File: config.mk
export PLATFORM = sky130hd
export DESIGN_NAME = pipe_wb_cp0
export DESIGN_NICKNAME = d
export VERILOG_FILES = /design/src/rtl/pipe_wb_cp0.sv
export SDC_FILE = /design/constraint.sdc
export NUM_CORES = 1
export LEC_CHECK = 0
export ABC_CLOCK_PERIOD_IN_PS = 5900
export CORE_MARGIN = 5
export CORE_UTILIZATION = 50
export DETAILED_ROUTE_END_ITERATION = 10
export PLACE_DENSITY = 0.86
export SLEW_MARGIN = 10
export SYNTH_ARGS = -nofsm -noshare
export SYNTH_HDL_FRONTEND = slang
export SYNTH_SLANG_ARGS = --single-unit
File: constraint.sdc
create_clock -name clk -period 5.9 [get_ports clk]
set_clock_uncertainty 0.2 [all_clocks]
set_input_delay 1.18 -clock clk [delete_from_list [all_inputs] [get_ports clk]]
set_output_delay 1.18 -clock clk [all_outputs]
set_load 0.01 [all_outputs]
File: src/rtl/pipe_wb_cp0.sv
// rtl/pipe_wb_cp0.sv - write-back stage with CP0 (optional Count/Compare timer under CP0_TIMER_EN)
module pipe_wb_cp0 #(
    parameter logic [31:0] STATUS_RST = 32'h0000_0000,
    parameter logic [4:0]  HALT_CODE  = 5'd9
) (
    input  logic        clk,
    input  logic        rst,
    input  logic        mem_wb_validto,
    input  logic        bypass_rdc_valid_in,
    input  logic [31:0] wb_result_in,
    input  logic [4:0]  rdc_mem_in,
    input  logic        rf_we_in,
    input  logic        cp0_rd_mux_sel_in,
    input  logic        cp0_we_in,
    input  logic [4:0]  cp0_rdc_in,
    input  logic [31:0] cp0_data_in,
    input  logic        ex_wb_in,
    input  logic [4:0]  ex_code_in,
    input  logic        eret_flush_in,
    input  logic        branch_delay_wb_in,
    input  logic [31:0] pc_in,
    input  logic [7:0]  int_sig_in,
    output logic        wb_allowin,
    output logic [4:0]  rdc_wb,
    output logic [31:0] wb_result,
    output logic        rf_we,
    output logic [31:0] bypass_wb,
    output logic        wb_rdc_valid,
    output logic        ex,
    output logic        flush,
    output logic        hlt,
    output logic        ie,
    output logic        exl,
    output logic [7:0]  int_mask,
    output logic [7:0]  int_sig,
    output logic [31:0] epc_out
);
    logic        wb_valid;
    logic [31:0] wb_result_q, cp0_data_q, pc_q;
    logic [4:0]  rdc_q, cp0_rdc_q, ex_code_q;
    logic        rf_we_q, bypass_rdc_valid_q, cp0_rd_mux_sel_q, cp0_we_q;
    logic        ex_q, eret_q, bd_q;

    logic        cause_bd;
    logic [4:0]  cause_exc;
    logic [31:0] cp0_rdata, status_rd, cause_rd;
    logic        int_pend, take, mtc0_commit, ip7_src;
    logic [4:0]  take_code;

    assign wb_allowin = ~hlt;

    always_ff @(posedge clk) begin
        if (rst) begin
            wb_valid           <= 1'b0;
            wb_result_q        <= 32'd0;
            cp0_data_q         <= 32'd0;
            pc_q               <= 32'd0;
            rdc_q              <= 5'd0;
            cp0_rdc_q          <= 5'd0;
            ex_code_q          <= 5'd0;
            rf_we_q            <= 1'b0;
            bypass_rdc_valid_q <= 1'b0;
            cp0_rd_mux_sel_q   <= 1'b0;
            cp0_we_q           <= 1'b0;
            ex_q               <= 1'b0;
            eret_q             <= 1'b0;
            bd_q               <= 1'b0;
        end else if (wb_allowin) begin
            wb_valid <= mem_wb_validto;
            if (mem_wb_validto) begin
                wb_result_q        <= wb_result_in;
                cp0_data_q         <= cp0_data_in;
                pc_q               <= pc_in;
                rdc_q              <= rdc_mem_in;
                cp0_rdc_q          <= cp0_rdc_in;
                ex_code_q          <= ex_code_in;
                rf_we_q            <= rf_we_in;
                bypass_rdc_valid_q <= bypass_rdc_valid_in;
                cp0_rd_mux_sel_q   <= cp0_rd_mux_sel_in;
                cp0_we_q           <= cp0_we_in;
                ex_q               <= ex_wb_in;
                eret_q             <= eret_flush_in;
                bd_q               <= branch_delay_wb_in;
            end
        end
    end

    // Interrupts win over a carried exception and report ExcCode 0
    assign int_pend    = (|(int_sig & int_mask)) & ie & ~exl;
    assign take        = wb_valid & (ex_q | int_pend);
    assign take_code   = int_pend ? 5'd0 : ex_code_q;
    assign mtc0_commit = wb_valid & cp0_we_q & ~take & ~eret_q;

    assign ex           = take;
    assign flush        = wb_valid & (take | eret_q);
    assign rf_we        = wb_valid & rf_we_q & ~take;
    assign wb_rdc_valid = wb_valid & bypass_rdc_valid_q & rf_we_q & ~take;
    assign rdc_wb       = rdc_q;
    assign wb_result    = cp0_rd_mux_sel_q ? cp0_rdata : wb_result_q;
    assign bypass_wb    = wb_result;

`ifdef CP0_TIMER_EN
    logic [31:0] count, compare;
    logic        tick, timer_ip;

    always_ff @(posedge clk) begin
        if (rst) begin
            count    <= 32'd0;
            compare  <= 32'd0;
            tick     <= 1'b0;
            timer_ip <= 1'b0;
        end else begin
            tick <= ~tick;
            if (mtc0_commit && cp0_rdc_q == 5'd9)
                count <= cp0_data_q;
            else if (tick)
                count <= count + 32'd1;
            if (mtc0_commit && cp0_rdc_q == 5'd11) begin
                compare  <= cp0_data_q;
                timer_ip <= 1'b0;
            end else if (count == compare) begin
                timer_ip <= 1'b1;
            end
        end
    end

    assign ip7_src = timer_ip;
`else
    assign ip7_src = int_sig_in[7];
`endif

    assign status_rd = {16'd0, int_mask, 6'd0, exl, ie};
    assign cause_rd  = {cause_bd, 15'd0, int_sig, 1'b0, cause_exc, 2'b00};

    always_comb begin
        cp0_rdata = 32'd0;
        case (cp0_rdc_q)
            5'd12:   cp0_rdata = status_rd;
            5'd13:   cp0_rdata = cause_rd;
            5'd14:   cp0_rdata = epc_out;
`ifdef CP0_TIMER_EN
            5'd9:    cp0_rdata = count;
            5'd11:   cp0_rdata = compare;
`endif
            default: cp0_rdata = 32'd0;
        endcase
    end

    always_ff @(posedge clk) begin
        if (rst) begin
            hlt       <= 1'b0;
            ie        <= STATUS_RST[0];
            exl       <= STATUS_RST[1];
            int_mask  <= STATUS_RST[15:8];
            int_sig   <= 8'd0;
            cause_bd  <= 1'b0;
            cause_exc <= 5'd0;
            epc_out   <= 32'd0;
        end else begin
            int_sig[7:2] <= {ip7_src, int_sig_in[6:2]};
            if (take) begin
                exl       <= 1'b1;
                epc_out   <= bd_q ? pc_q - 32'd4 : pc_q;
                cause_bd  <= bd_q;
                cause_exc <= take_code;
                if (!int_pend && take_code == HALT_CODE)
                    hlt <= 1'b1;
            end else if (wb_valid && eret_q) begin
                exl <= 1'b0;
            end else if (mtc0_commit) begin
                case (cp0_rdc_q)
                    5'd12: begin
                        ie       <= cp0_data_q[0];
                        exl      <= cp0_data_q[1];
                        int_mask <= cp0_data_q[15:8];
                    end
                    5'd13:   int_sig[1:0] <= cp0_data_q[9:8];
                    5'd14:   epc_out <= cp0_data_q;
                    default: ;
                endcase
            end
        end
    end
endmodule

**After elaboration in Yosys (flattened, before gate mapping)**

Cells that the tools add are included.

- Bits in registers: 176
- Input bits: 129
- Output and inout bits: 125
- Logic and storage cells: 75

- $add $sub $neg: 1
- Equal/unequal tests: 5
- Multiplexer cells: 12
- Bitwise operators: 20
- Reduce and logical (&&, ||, !) cells: 14

Operators by type and width:

| cell | count |
|---|---|
| two-way mux 32 bit | 6 |
| case mux 32 bit (3 select lines) | 1 |
| subtractor 32 x 3 -> 32 bit (second input constant) | 1 |
| equality test 5 x 4 -> 1 bit (second input constant) | 4 |
| AND 1 bit | 12 |
| AND 8 bit | 1 |
| AND reduction 4 bit | 2 |
| OR reduction 8 bit | 1 |
| AND reduction 2 bit | 3 |
| nonzero test 3 bit | 2 |
| two-way mux 5 bit | 1 |
| inverter 1 bit | 5 |
| two-way mux 1 bit | 4 |
| nonzero test 2 bit | 2 |
| AND reduction 3 bit | 1 |
| logical AND 1 bit | 2 |
| inequality test 2 bit (second input constant) | 1 |
| OR 1 bit | 2 |
| logical NOT 1 bit | 1 |

**Logic depth before layout (Yosys ltp)**

Gate-level depths: netlist (run 1).

- Word-level depth: 12
- Gate-level depth with buffers: 10
- Mapped depth without buffers: 8

**Least setup slack after synthesis (run 1)**

Ideal clock, no wire load.

- Path kind: register to output
- Start: register cp0_rdc_q[1]
- End: output port wb_result[12]
- Arrival time: 1960 ps
- Required time: 4520 ps
- Path slack: 2560 ps
- Cell stages (with the launch flop): 7
- Buffers on the path: 3
- Cell sequence: dfxtp_1 clkbuf_1 nor4b_1 clkbuf_1 a22oi_1 a21oi_1 buf_4

- Cells in the longest elaborated chain, start to end: 3
- Elaborated cells between the ends (all ways): 5
- Those cells by class: eq/ne: 3; mux: 2

Ends and longest elaborated chain:

| item | RTL line | RTL |
|---|---|---|
| start, declared | 40 | `logic [4:0] rdc_q, cp0_rdc_q, ex_code_q;` |
| start signal, assigned | 75 | `cp0_rdc_q <= cp0_rdc_in;` |
| equality test 5 x 4 -> 1 bit | 137 | `case (cp0_rdc_q)` |
| case mux 32 bit (3 select lines) (*) | 137 |  |
| two-way mux 32 bit (*) | 99 | `assign wb_result = cp0_rd_mux_sel_q ? cp0_rdata : wb_result_q;` |
| end, declared | 25 | `output logic [31:0] wb_result,` |

Mark *: on every way between the ends. The rest lies on a longest branch, timed or not.

**Worst setup path after layout (run 1)**

- Start: register cp0_rdc_q[1]
- End: output port bypass_wb[3]

- Cells in the longest elaborated chain, start to end: 3
- Elaborated cells between the ends (all ways): 5
- Those cells by class: eq/ne: 3; mux: 2

Ends and longest elaborated chain:

| item | RTL line | RTL |
|---|---|---|
| equality test 5 x 4 -> 1 bit | 137 |  |
| case mux 32 bit (3 select lines) (*) | 137 |  |
| two-way mux 32 bit (*) | 99 |  |
| end, declared | 27 | `output logic [31:0] bypass_wb,` |

Marked as above.

==> flow_metrics.py, run 1 <==
metrics = {
    "critical_path": {
        "worstPathArrival_ns": 3.22,
        "r2r_start": "cp0_rdc_q[1]",
        "cp_max_fo": 23,
        "rrSetupSlack_ns": 2.85,
        "required_ns": 4.52,
        "cp-start-kind": "register",
        "rr_endpoint": "epc_out[31]",
        "crit_type": "register to output port",
        "worst-r2r-cell-count": 5,
        "end_kind": "output port",
    },
    "finish": {
        "stdcell_area_mm2": 0.0108,
        "drive_gt1_frac": 0.0611,
        "nets": 1295,
        "stdcell_count": 1390,
        "syn2layout_area_growth_pct": 37.4,
        "fillers": 1240,
    },
    "worst_hold_path": {
        "hold_class": "register to register",
        "hold_end": "cause_exc[1]",
        "min_from": "cause_exc[1]",
        "hold_depth": 2,
    },
    "drt": {
        "ant_nets": 0,
        "viasPerCell": 5.44,
        "dr.pass1.iters": 5,
        "drtIter0Drc": 552,
        "num_vias": 7561,
        "drc": 0,
        "avgRoutedWirePerCell_um": 18.1,
        "drt-total-wl_mm": 25.2,
    },
    "sta": {
        "period_minus_slack_ns": 4.60,
        "final.setup.tns_ns": 0,
        "rsz0062_at_grt": "false",
        "tightestPinTransition_ns": 1.14,
        "maxSlewViolCount": 0,
        "fin_crit_sh": 0.780,
        "slew_headroom": 0.237,
        "fmax_mhz": 217,
        "hold_viol_final": 0,
        "timing.hold.ws_ns": 0.250,
        "finalSetupViolCount": 0,
    },
    "placed_design": {
        "dpl_cell_area_mm2": 0.0102,
        "place_hpwl_mm": 18.0,
        "io_buffers": 251,
        "dpl.cell_count": 1357,
        "routabilityCongestion": 0.857,
    },
    "clock_network": {
        "clkTransAtPathRegs_ns": 0.07,
        "cts_tree": "yes",
        "clock-sinks": 176,
        "ctsHoldBuffers": 0,
        "clk_latency_ns": 0.44,
        "post_cts_buffers": 0,
        "cts_resized": 0,
        "numCtsBuffers": 17,
        "htreeDepth": 4,
        "cts_buffer_depth": 2,
        "cts-root-buf": "clkbuf_16",
    },
    "synth": {
        "synth_seq_cells": 176,
        "syn_inst": 993,
        "yosys_warnings": 0,
        "synthTopCellsByArea": "dfxtp_1, nand2_1, a21oi_1",
        "synth_area_mm2": 0.00783,
        "syn_area_per_cell_um2": 7.88,
        "async_flop_share": 0,
        "synth_edf_count": 0,
        "ys_types": 55,
        "yosysSeqAreaShare": 0.450,
        "synth_common_cells": "nand2_1, dfxtp_1, a21oi_1",
        "synth_fp_nets": 1123,
        "yosysTopAreaCell": "dfxtp_1",
        "synthFlopType": "dfxtp_1",
        "yosysTopAreaCellShare": 0.450,
        "yosysMostFrequentCell": "nand2_1",
    },
    "global_routing": {
        "grt_pass1_vias": 7279,
        "grt_max_degree": 107,
        "grt.total_usage": 0.268,
        "grt_overflow": 0,
        "grt_pass1_wl_mm": 38.5,
        "antenna_found_initial": 1,
    },
    "pwr": {
        "vdd_ir_drop_max_mv": 0.218,
        "static-leakage-power_uw": 0.00385,
        "pwr_density_cell_mw_per_mm2": 260,
    },
    "die": {
        "io_pins": 254,
        "placementRows": 45,
        "core_mm2": 0.0153,
        "die-area_mm2": 0.0183,
        "die_w_um": 135,
        "dieHeight_um": 135,
        "start_util": 0.513,
    },
    "outcome": {
        "status": "completed",
    },
    "run": {
        "drv_cap": 0,
    },
}
## stage by stage
stage,total power [µW],util,setup slack (ns)
after CTS,2800,0.705,1.28
final,2790,0.705,1.30
after floorplan,1500,-,2.56
after global placement,1680,0.666,1.77
after detailed placement,1690,0.666,1.75
after global routing,2890,0.705,1.07
## sequential cells by signal (all words and copies together) (netlist names), 5 cells and up
name	count
rdc_wb	5
cp0_data_q	32
ex_code_q	5
cp0_rdc_q	5
epc_out	32
pc_q	32
cause_exc	5
wb_result_q	32
int_mask	8
int_sig	8
## report_power, final
part           switching (µW)  internal, µW  total [µW]
clock network             484           646        1130
registers                55.1          1240        1300
logic                     168           201         369
## logic make-up after synthesis
| logic type | after synthesis | share of synthesized area |
|---|---|---|
| AOI/OAI and AO/OA | 231 | 0.174 |
| xor gates and xnor gates | 27 | 0.0302 |
| adders and majority gates | 1 | 0.00160 |
| buffers and inverters | 130 | 0.0805 |
| DFF | 176 | 0.450 |
| muxes | 23 | 0.0308 |
| and+or+nand+nor | 405 | 0.233 |
## worst max-delay path: stages, from the launching register on
cell	delay (ns)
dfxtp_1	0.81
and2_1	0.86
a22oi_1	0.22
a21oi_1	0.28
clkdlybuf4s50_1	0.61
## layout make-up
| type | count | area [µm²] | area share |
|---|---|---|---|
| multi-input cells | 687 | 3710 | 0.345 |
| flip-flops and latches | 176 | 3520 | 0.328 |
| repair buffers | 260 | 2580 | 0.240 |
| clock buffers | 19 | 453 | 0.0421 |
| well taps | 211 | 264 | 0.0245 |
| clock inverters | 13 | 138 | 0.0128 |
| inverters | 23 | 86.3 | 0.00803 |
| diodes | 1 | 2.50 | 0.000233 |
## how the worst max path moves through the flow
stage	endpoint	slack [ns]	startpoint	cells past startpoint
after floorplan	wb_result[12]	2.56	cp0_rdc_q[1]	6
after global placement	wb_result[2]	1.77	cp0_rdc_q[4]	5
after detailed placement	bypass_wb[3]	1.75	cp0_rdc_q[1]	4
after CTS	bypass_wb[3]	1.28	cp0_rdc_q[1]	4
after global routing	wb_result[5]	1.07	cp0_rdc_q[1]	4
final	bypass_wb[3]	1.30	cp0_rdc_q[1]	4
## cell usage in the layout, fill, tap and decap left out, types with 10 or more instances in the layout
cell	n
nand2_1	259
xnor2_1	24
dfxtp_1	175
buf_4	10
o21ai_0	22
clkdlybuf4s50_1	250
nor4_1	15
clkbuf_16	17
a22oi_1	24
mux2i_1	14
nand3_1	22
a21oi_1	140
a221o_1	13
nor2_1	49
inv_1	22
## metal layers
metal | global-route usage | routed length [µm]
met4 | 0.0985 | 713
met3 | 0.0553 | 2000
met5 | 0 | 0
met1 | 0.342 | 10400
met2 | 0.447 | 12100
No activity file was read; power rests on OpenSTA's default activity.
==> run 2, diff against run 1 <==
--- a/config.mk
+++ b/config.mk
@@ -5,11 +5,11 @@
 export SDC_FILE = /design/constraint.sdc
 export NUM_CORES = 1
 export LEC_CHECK = 0
-export ABC_CLOCK_PERIOD_IN_PS = 5900
+export ABC_CLOCK_PERIOD_IN_PS = 3800
 export CORE_MARGIN = 5
-export CORE_UTILIZATION = 50
+export CORE_UTILIZATION = 42
 export DETAILED_ROUTE_END_ITERATION = 10
-export PLACE_DENSITY = 0.86
+export PLACE_DENSITY = 0.77
 export SLEW_MARGIN = 10
 export SYNTH_ARGS = -nofsm -noshare
 export SYNTH_HDL_FRONTEND = slang
==> constraint.sdc (replaced) <==
create_clock -name clk -period 3.8 [get_ports clk]
set_clock_uncertainty 0.2 [all_clocks]
set_input_delay 0.76 -clock clk [delete_from_list [all_inputs] [get_ports clk]]
set_output_delay 0.76 -clock clk [all_outputs]
set_load 0.01 [all_outputs]
==> run 2 against run 1 <==
Compared with the run above: cell count increased by 2.5%; first-iteration DRC count decreased by 22%; non-clock buffer count increased by 12; critical path type unchanged; final area increased by 1.4%; global-route usage decreased by 3.3 points; worst hold slack improved by 0.00070 ns.
==> flow_metrics.py, run 2 (synthesis gave the netlist of run 1 again) <==
metrics = {
    "die": {
        "start_util": 0.423,
        "die_w_um": 147,
        "io_pins": 254,
        "placementRows": 50,
        "die-area_mm2": 0.0215,
        "core_mm2": 0.0185,
        "dieHeight_um": 147,
    },
    "critical_path": {
        "worstPathArrival_ns": 2.77,
        "worst-r2r-cell-count": 8,
        "end_kind": "output port",
        "r2r_start": "int_mask[2]",
        "cp_max_fo": 4,
        "required_ns": 2.84,
        "cp-start-kind": "register",
        "rr_endpoint": "epc_out[15]",
        "crit_end": "wb_rdc_valid",
        "rrSetupSlack_ns": 1.03,
        "crit_start": "int_mask[2]",
        "crit_type": "register to output port",
    },
    "placed_design": {
        "routabilityCongestion": 0.901,
        "place_hpwl_mm": 19.4,
        "io_buffers": 251,
    },
    "pwr": {
        "power_frac_comb": 0.137,
        "power_frac_clock": 0.402,
        "intPower_uw": 3260,
        "pwr_density_cell_mw_per_mm2": 399,
        "static-leakage-power_uw": 0.00392,
        "pwr-share-seq": 0.461,
        "switching_share": 0.251,
        "p_switching_uw": 1090,
        "vdd_ir_drop_max_mv": 0.326,
    },
    "finish": {
        "layout_commonest_cell": "nand2_1",
        "final_cell_mix": "nand2_1, clkdlybuf4s50_1, dfxtp_1",
        "drive_gt1_frac": 0.0706,
        "nets": 1307,
        "syn2layout_area_growth_pct": 39.3,
    },
    "drt": {
        "ant_nets": 0,
        "drc": 0,
        "num_vias": 7593,
        "viasPerCell": 5.33,
        "drtIter0Drc": 431,
        "avgRoutedWirePerCell_um": 18.2,
        "dr.pass1.iters": 5,
        "drt-total-wl_mm": 26.0,
    },
    "clock_network": {
        "cts_tree": "yes",
        "clkTransAtPathRegs_ns": 0.06,
        "cts_buffer_depth": 2,
        "clock-sinks": 176,
        "clk_latency_ns": 0.42,
        "ctsHoldBuffers": 0,
        "cts-root-buf": "clkbuf_16",
        "numCtsBuffers": 17,
        "htreeDepth": 4,
    },
    "run": {
        "drv_cap": 0,
    },
    "sta": {
        "slew_headroom": 0.504,
        "maxSlewViolCount": 0,
        "hold_viol_final": 0,
        "final.setup.tns_ns": 0,
        "rsz0062_at_grt": "false",
        "timing.hold.ws_ns": 0.251,
        "finalSetupViolCount": 0,
        "fin_crit_sh": 0.982,
        "fmax_mhz": 268,
        "tightestPinTransition_ns": 0.745,
        "period_minus_slack_ns": 3.73,
    },
    "global_routing": {
        "grt.total_usage": 0.235,
        "grt_max_degree": 70,
        "grt_overflow": 0,
        "antenna_found_initial": 1,
        "grt_pass1_vias": 7383,
        "grt_pass1_wl_mm": 40.4,
    },
    "worst_hold_path": {
        "hold_class": "register to register",
        "hold_depth": 2,
    },
    "outcome": {
        "status": "completed",
    },
}
run 2: cell count changes in the layout (fill, tap and decap cells not counted), sizes merged:
cell      delta
clkinvlp     -2
buf         +12
clkbuf       +1
clkinv       -2
inv          +3
run 2: worst min path at each step:
stage	start	endpoint	slack [ns]
6_report	cause_exc[1]	cause_exc[1]	0.25
5_1_grt	wb_result_q[9]	wb_result_q[9]	0.27
4_1_cts	bypass_rdc_valid_q	bypass_rdc_valid_q	0.25
3_5_place_dp	bypass_rdc_valid_q	bypass_rdc_valid_q	0.25
3_3_place_gp	bypass_rdc_valid_q	bypass_rdc_valid_q	0.24
2_1_floorplan	cause_exc[1]	cause_exc[1]	0.23
run 2: metal layers:
metal  track usage  up-vias  share of wire
met2         0.385      294           0.47
met1         0.300     3537           0.43
met3        0.0497       58          0.069
li1              -     3704              -
met5             0        -              0
met4         0.100        0          0.035
run 2: critical path: stages (launching register included):
cell and delay (ns):
dfxtp_1 0.34, a22o_1 0.22, a221oi_1 0.44, a311oi_2 0.23
nor2_1 0.21, and3_1 0.20, and2_1 0.12, clkdlybuf4s50_1 0.59
run 2: stage by stage:
step,cell area [µm²],total power (µW),std cells,utilization,worst slack (ns)
after CTS,10900,4380,1424,0.589,0.101
after global placement,10300,2630,1392,0.557,0.589
after global routing,10900,4520,1425,0.589,0.00374
final,10900,4350,1425,0.589,0.0701
after detailed placement,10300,2640,1392,0.557,0.580
after floorplan,7830,2330,993,-,0.880
run 2: timing repair:
action | 4_1_cts | 5_1_grt
resized for setup | 0 | 1
endpoints found under the hold margin | 0 | 0
endpoints found under the setup margin | 0 | 1
setup buffers | 0 | 0
run 2: power by group through the flow:
stage,sequential (µW),combinational [µW],clock [µW]
detailed placement,2050,596,0
floorplan,2020,308,0
CTS,2000,599,1780
global placement,2040,586,0
finish,2010,596,1750
global route,2020,647,1850
run 2: area by class of cell:
| class | instances | area, µm² |
|---|---|---|
| inverter | 23 | 86.3 |
| timing repair buffer | 272 | 2710 |
| clock buffer | 20 | 457 |
| tap | 234 | 293 |
| fill | 1709 | 7610 |
| antenna | 1 | 2.50 |
| sequential | 176 | 3520 |
| multi-input combinational | 687 | 3710 |
| clock inverter | 12 | 131 |
==> run 3, diff against run 2 <==
--- a/config.mk
+++ b/config.mk
@@ -8,9 +8,9 @@
 export ABC_CLOCK_PERIOD_IN_PS = 3800
 export CORE_MARGIN = 5
 export CORE_UTILIZATION = 42
+export CTS_BUF_LIST = sky130_fd_sc_hd__clkbuf_16
 export DETAILED_ROUTE_END_ITERATION = 10
 export PLACE_DENSITY = 0.77
-export SLEW_MARGIN = 10
 export SYNTH_ARGS = -nofsm -noshare
 export SYNTH_HDL_FRONTEND = slang
 export SYNTH_SLANG_ARGS = --single-unit
==> run 3 against run 2 <==
Compared with the run above: utilization shrank 0.11 points; highest routed layer unchanged; sequential power about the same; clock power decreased by 2%; final area is 0.18% lower; maximum frequency is 0.11% lower; first-iteration DRC count shrank 1.2%; die area is the same; total power decreased by 1.0%; critical path depth did not move; wire length decreased by 0.29%; worst hold slack is essentially flat; global-route usage down 0.052 points.
==> flow_metrics.py, run 3 (synthesis gave the netlist of run 1 again) <==
metrics = {
    "worst_hold_path": {
        "hold_class": "register to register",
        "min_from": "cause_exc[1]",
        "hold_depth": 2,
        "hold_end": "cause_exc[1]",
    },
    "clock_network": {
        "cts-root-buf": "clkbuf_16",
        "clk_latency_ns": 0.42,
        "numCtsBuffers": 17,
        "cts_buffer_depth": 2,
        "htreeDepth": 4,
        "clock-sinks": 176,
        "cts_tree": "yes",
        "clkTransAtPathRegs_ns": 0.07,
    },
    "finish": {
        "syn2layout_area_growth_pct": 39.1,
        "drive_gt1_frac": 0.0689,
        "layout_commonest_cell": "nand2_1",
        "final_cell_mix": "nand2_1, clkdlybuf4s50_1, dfxtp_1",
        "multi_input_area_mm2": 0.00371,
        "fillers": 1715,
        "nets": 1307,
        "stdcell_count": 1425,
        "regArea_mm2": 0.00352,
    },
    "critical_path": {
        "rr_endpoint": "epc_out[12]",
        "worst-r2r-cell-count": 8,
        "required_ns": 2.84,
        "cp-start-kind": "register",
        "rrSetupSlack_ns": 1.04,
        "cp_max_fo": 4,
        "end_kind": "output port",
        "r2r_start": "int_mask[2]",
        "crit_type": "register to output port",
        "worstPathArrival_ns": 2.77,
    },
    "drt": {
        "wl_met2_mm": 12.2,
        "avgRoutedWirePerCell_um": 18.2,
        "top_layer_used": "met4",
        "num_vias": 7579,
        "dr.pass1.iters": 5,
        "met1Wirelength_mm": 11.1,
        "drt-total-wl_mm": 25.9,
        "ant_nets": 0,
        "met3WireLength_mm": 1.81,
        "drc": 0,
        "drtIter0Drc": 426,
        "viasPerCell": 5.32,
    },
    "global_routing": {
        "grt_pass1_wl_mm": 40.3,
        "grt_overflow": 0,
        "grt_pass1_vias": 7381,
        "grt_max_degree": 70,
        "grt.total_usage": 0.234,
        "antenna_found_initial": 1,
    },
    "sta": {
        "period_minus_slack_ns": 3.73,
        "slew_headroom": 0.502,
        "setup_ws_ns": 0.0658,
        "fmax_mhz": 268,
        "rsz0062_at_grt": "false",
        "fin_crit_sh": 0.983,
        "maxSlewViolCount": 0,
        "final.setup.tns_ns": 0,
        "timing.hold.ws_ns": 0.251,
        "hold_viol_final": 0,
        "tightestPinTransition_ns": 0.740,
        "finalSetupViolCount": 0,
    },
    "die": {
        "start_util": 0.423,
        "die-area_mm2": 0.0215,
        "io_pins": 254,
        "die_w_um": 147,
        "placementRows": 50,
        "dieHeight_um": 147,
        "core_mm2": 0.0185,
    },
    "run": {
        "drv_cap": 0,
    },
    "placed_design": {
        "place_hpwl_mm": 19.4,
        "dpl.cell_count": 1392,
        "io_buffers": 251,
        "routabilityCongestion": 0.901,
        "post-place-ws_ns": 0.580,
    },
    "pwr": {
        "power.total_uw": 4310,
        "pwr_density_cell_mw_per_mm2": 396,
        "static-leakage-power_uw": 0.00392,
        "vdd_ir_drop_max_mv": 0.329,
    },
    "outcome": {
        "status": "completed",
    },
}
run 3: cell count changes in the layout (fill, tap and decap cells not counted), sizes merged:
cell and delta:
inv +1, clkinv +2, clkbuf -3
run 3: worst max-delay path by stage:
stage                            start             to  slack (ns)  cells past startpoint
final                      int_mask[2]   wb_rdc_valid        0.07                      7
after global routing       int_mask[2]   wb_rdc_valid       0.004                      7
after CTS                  int_mask[2]   wb_rdc_valid        0.10                      7
after detailed placement   int_mask[2]   wb_rdc_valid        0.58                      7
after global placement     int_mask[2]   wb_rdc_valid        0.59                      7
after floorplan           cp0_rdc_q[1]  wb_result[12]        0.88                      6
run 3: repair_timing:
item | CTS | global route
setup endpoints to repair | 0 | 1
hold buffers | 0 | 0
gates resized for setup | 0 | 1
buffers inserted | 0 | 0
run 3: area by class of cell:
cell class	count	area share
multi-input combinational	687	0.341
inverter	23	0.00793
tap	234	0.0269
antenna	1	0.000230
timing repair buffer	272	0.248
clock inverter	15	0.0131
clock buffer	17	0.0391
sequential	176	0.324
run 3: where the power goes:
group / internal (µW) / total [µW] / switching (µW)
clock: 966 / 1710 / 742
sequential: 1930 / 2000 / 78.5
combinational: 322 / 595 / 273
run 3: metrics by stage:
| step | area (µm²) | utilization |
|---|---|---|
| finish | 10900 | 0.588 |
| global route | 10900 | 0.588 |
| CTS | 10900 | 0.588 |
| detailed placement | 10300 | 0.557 |
| global placement | 10300 | 0.557 |
| floorplan | 7830 | - |
run 3: per-layer routing:
layer	track usage	vias to the layer above
met5	0	-
met2	0.383	301
li1	-	3706
met1	0.301	3520
met3	0.0497	52
met4	0.100	0
run 3: critical path, stage by stage, from the launching register on:
cell and delay, ns:
dfxtp_1 0.34, a22o_1 0.22, a221oi_1 0.44, a311oi_2 0.23
nor2_1 0.21, and3_1 0.20, and2_1 0.12, clkdlybuf4s50_1 0.59
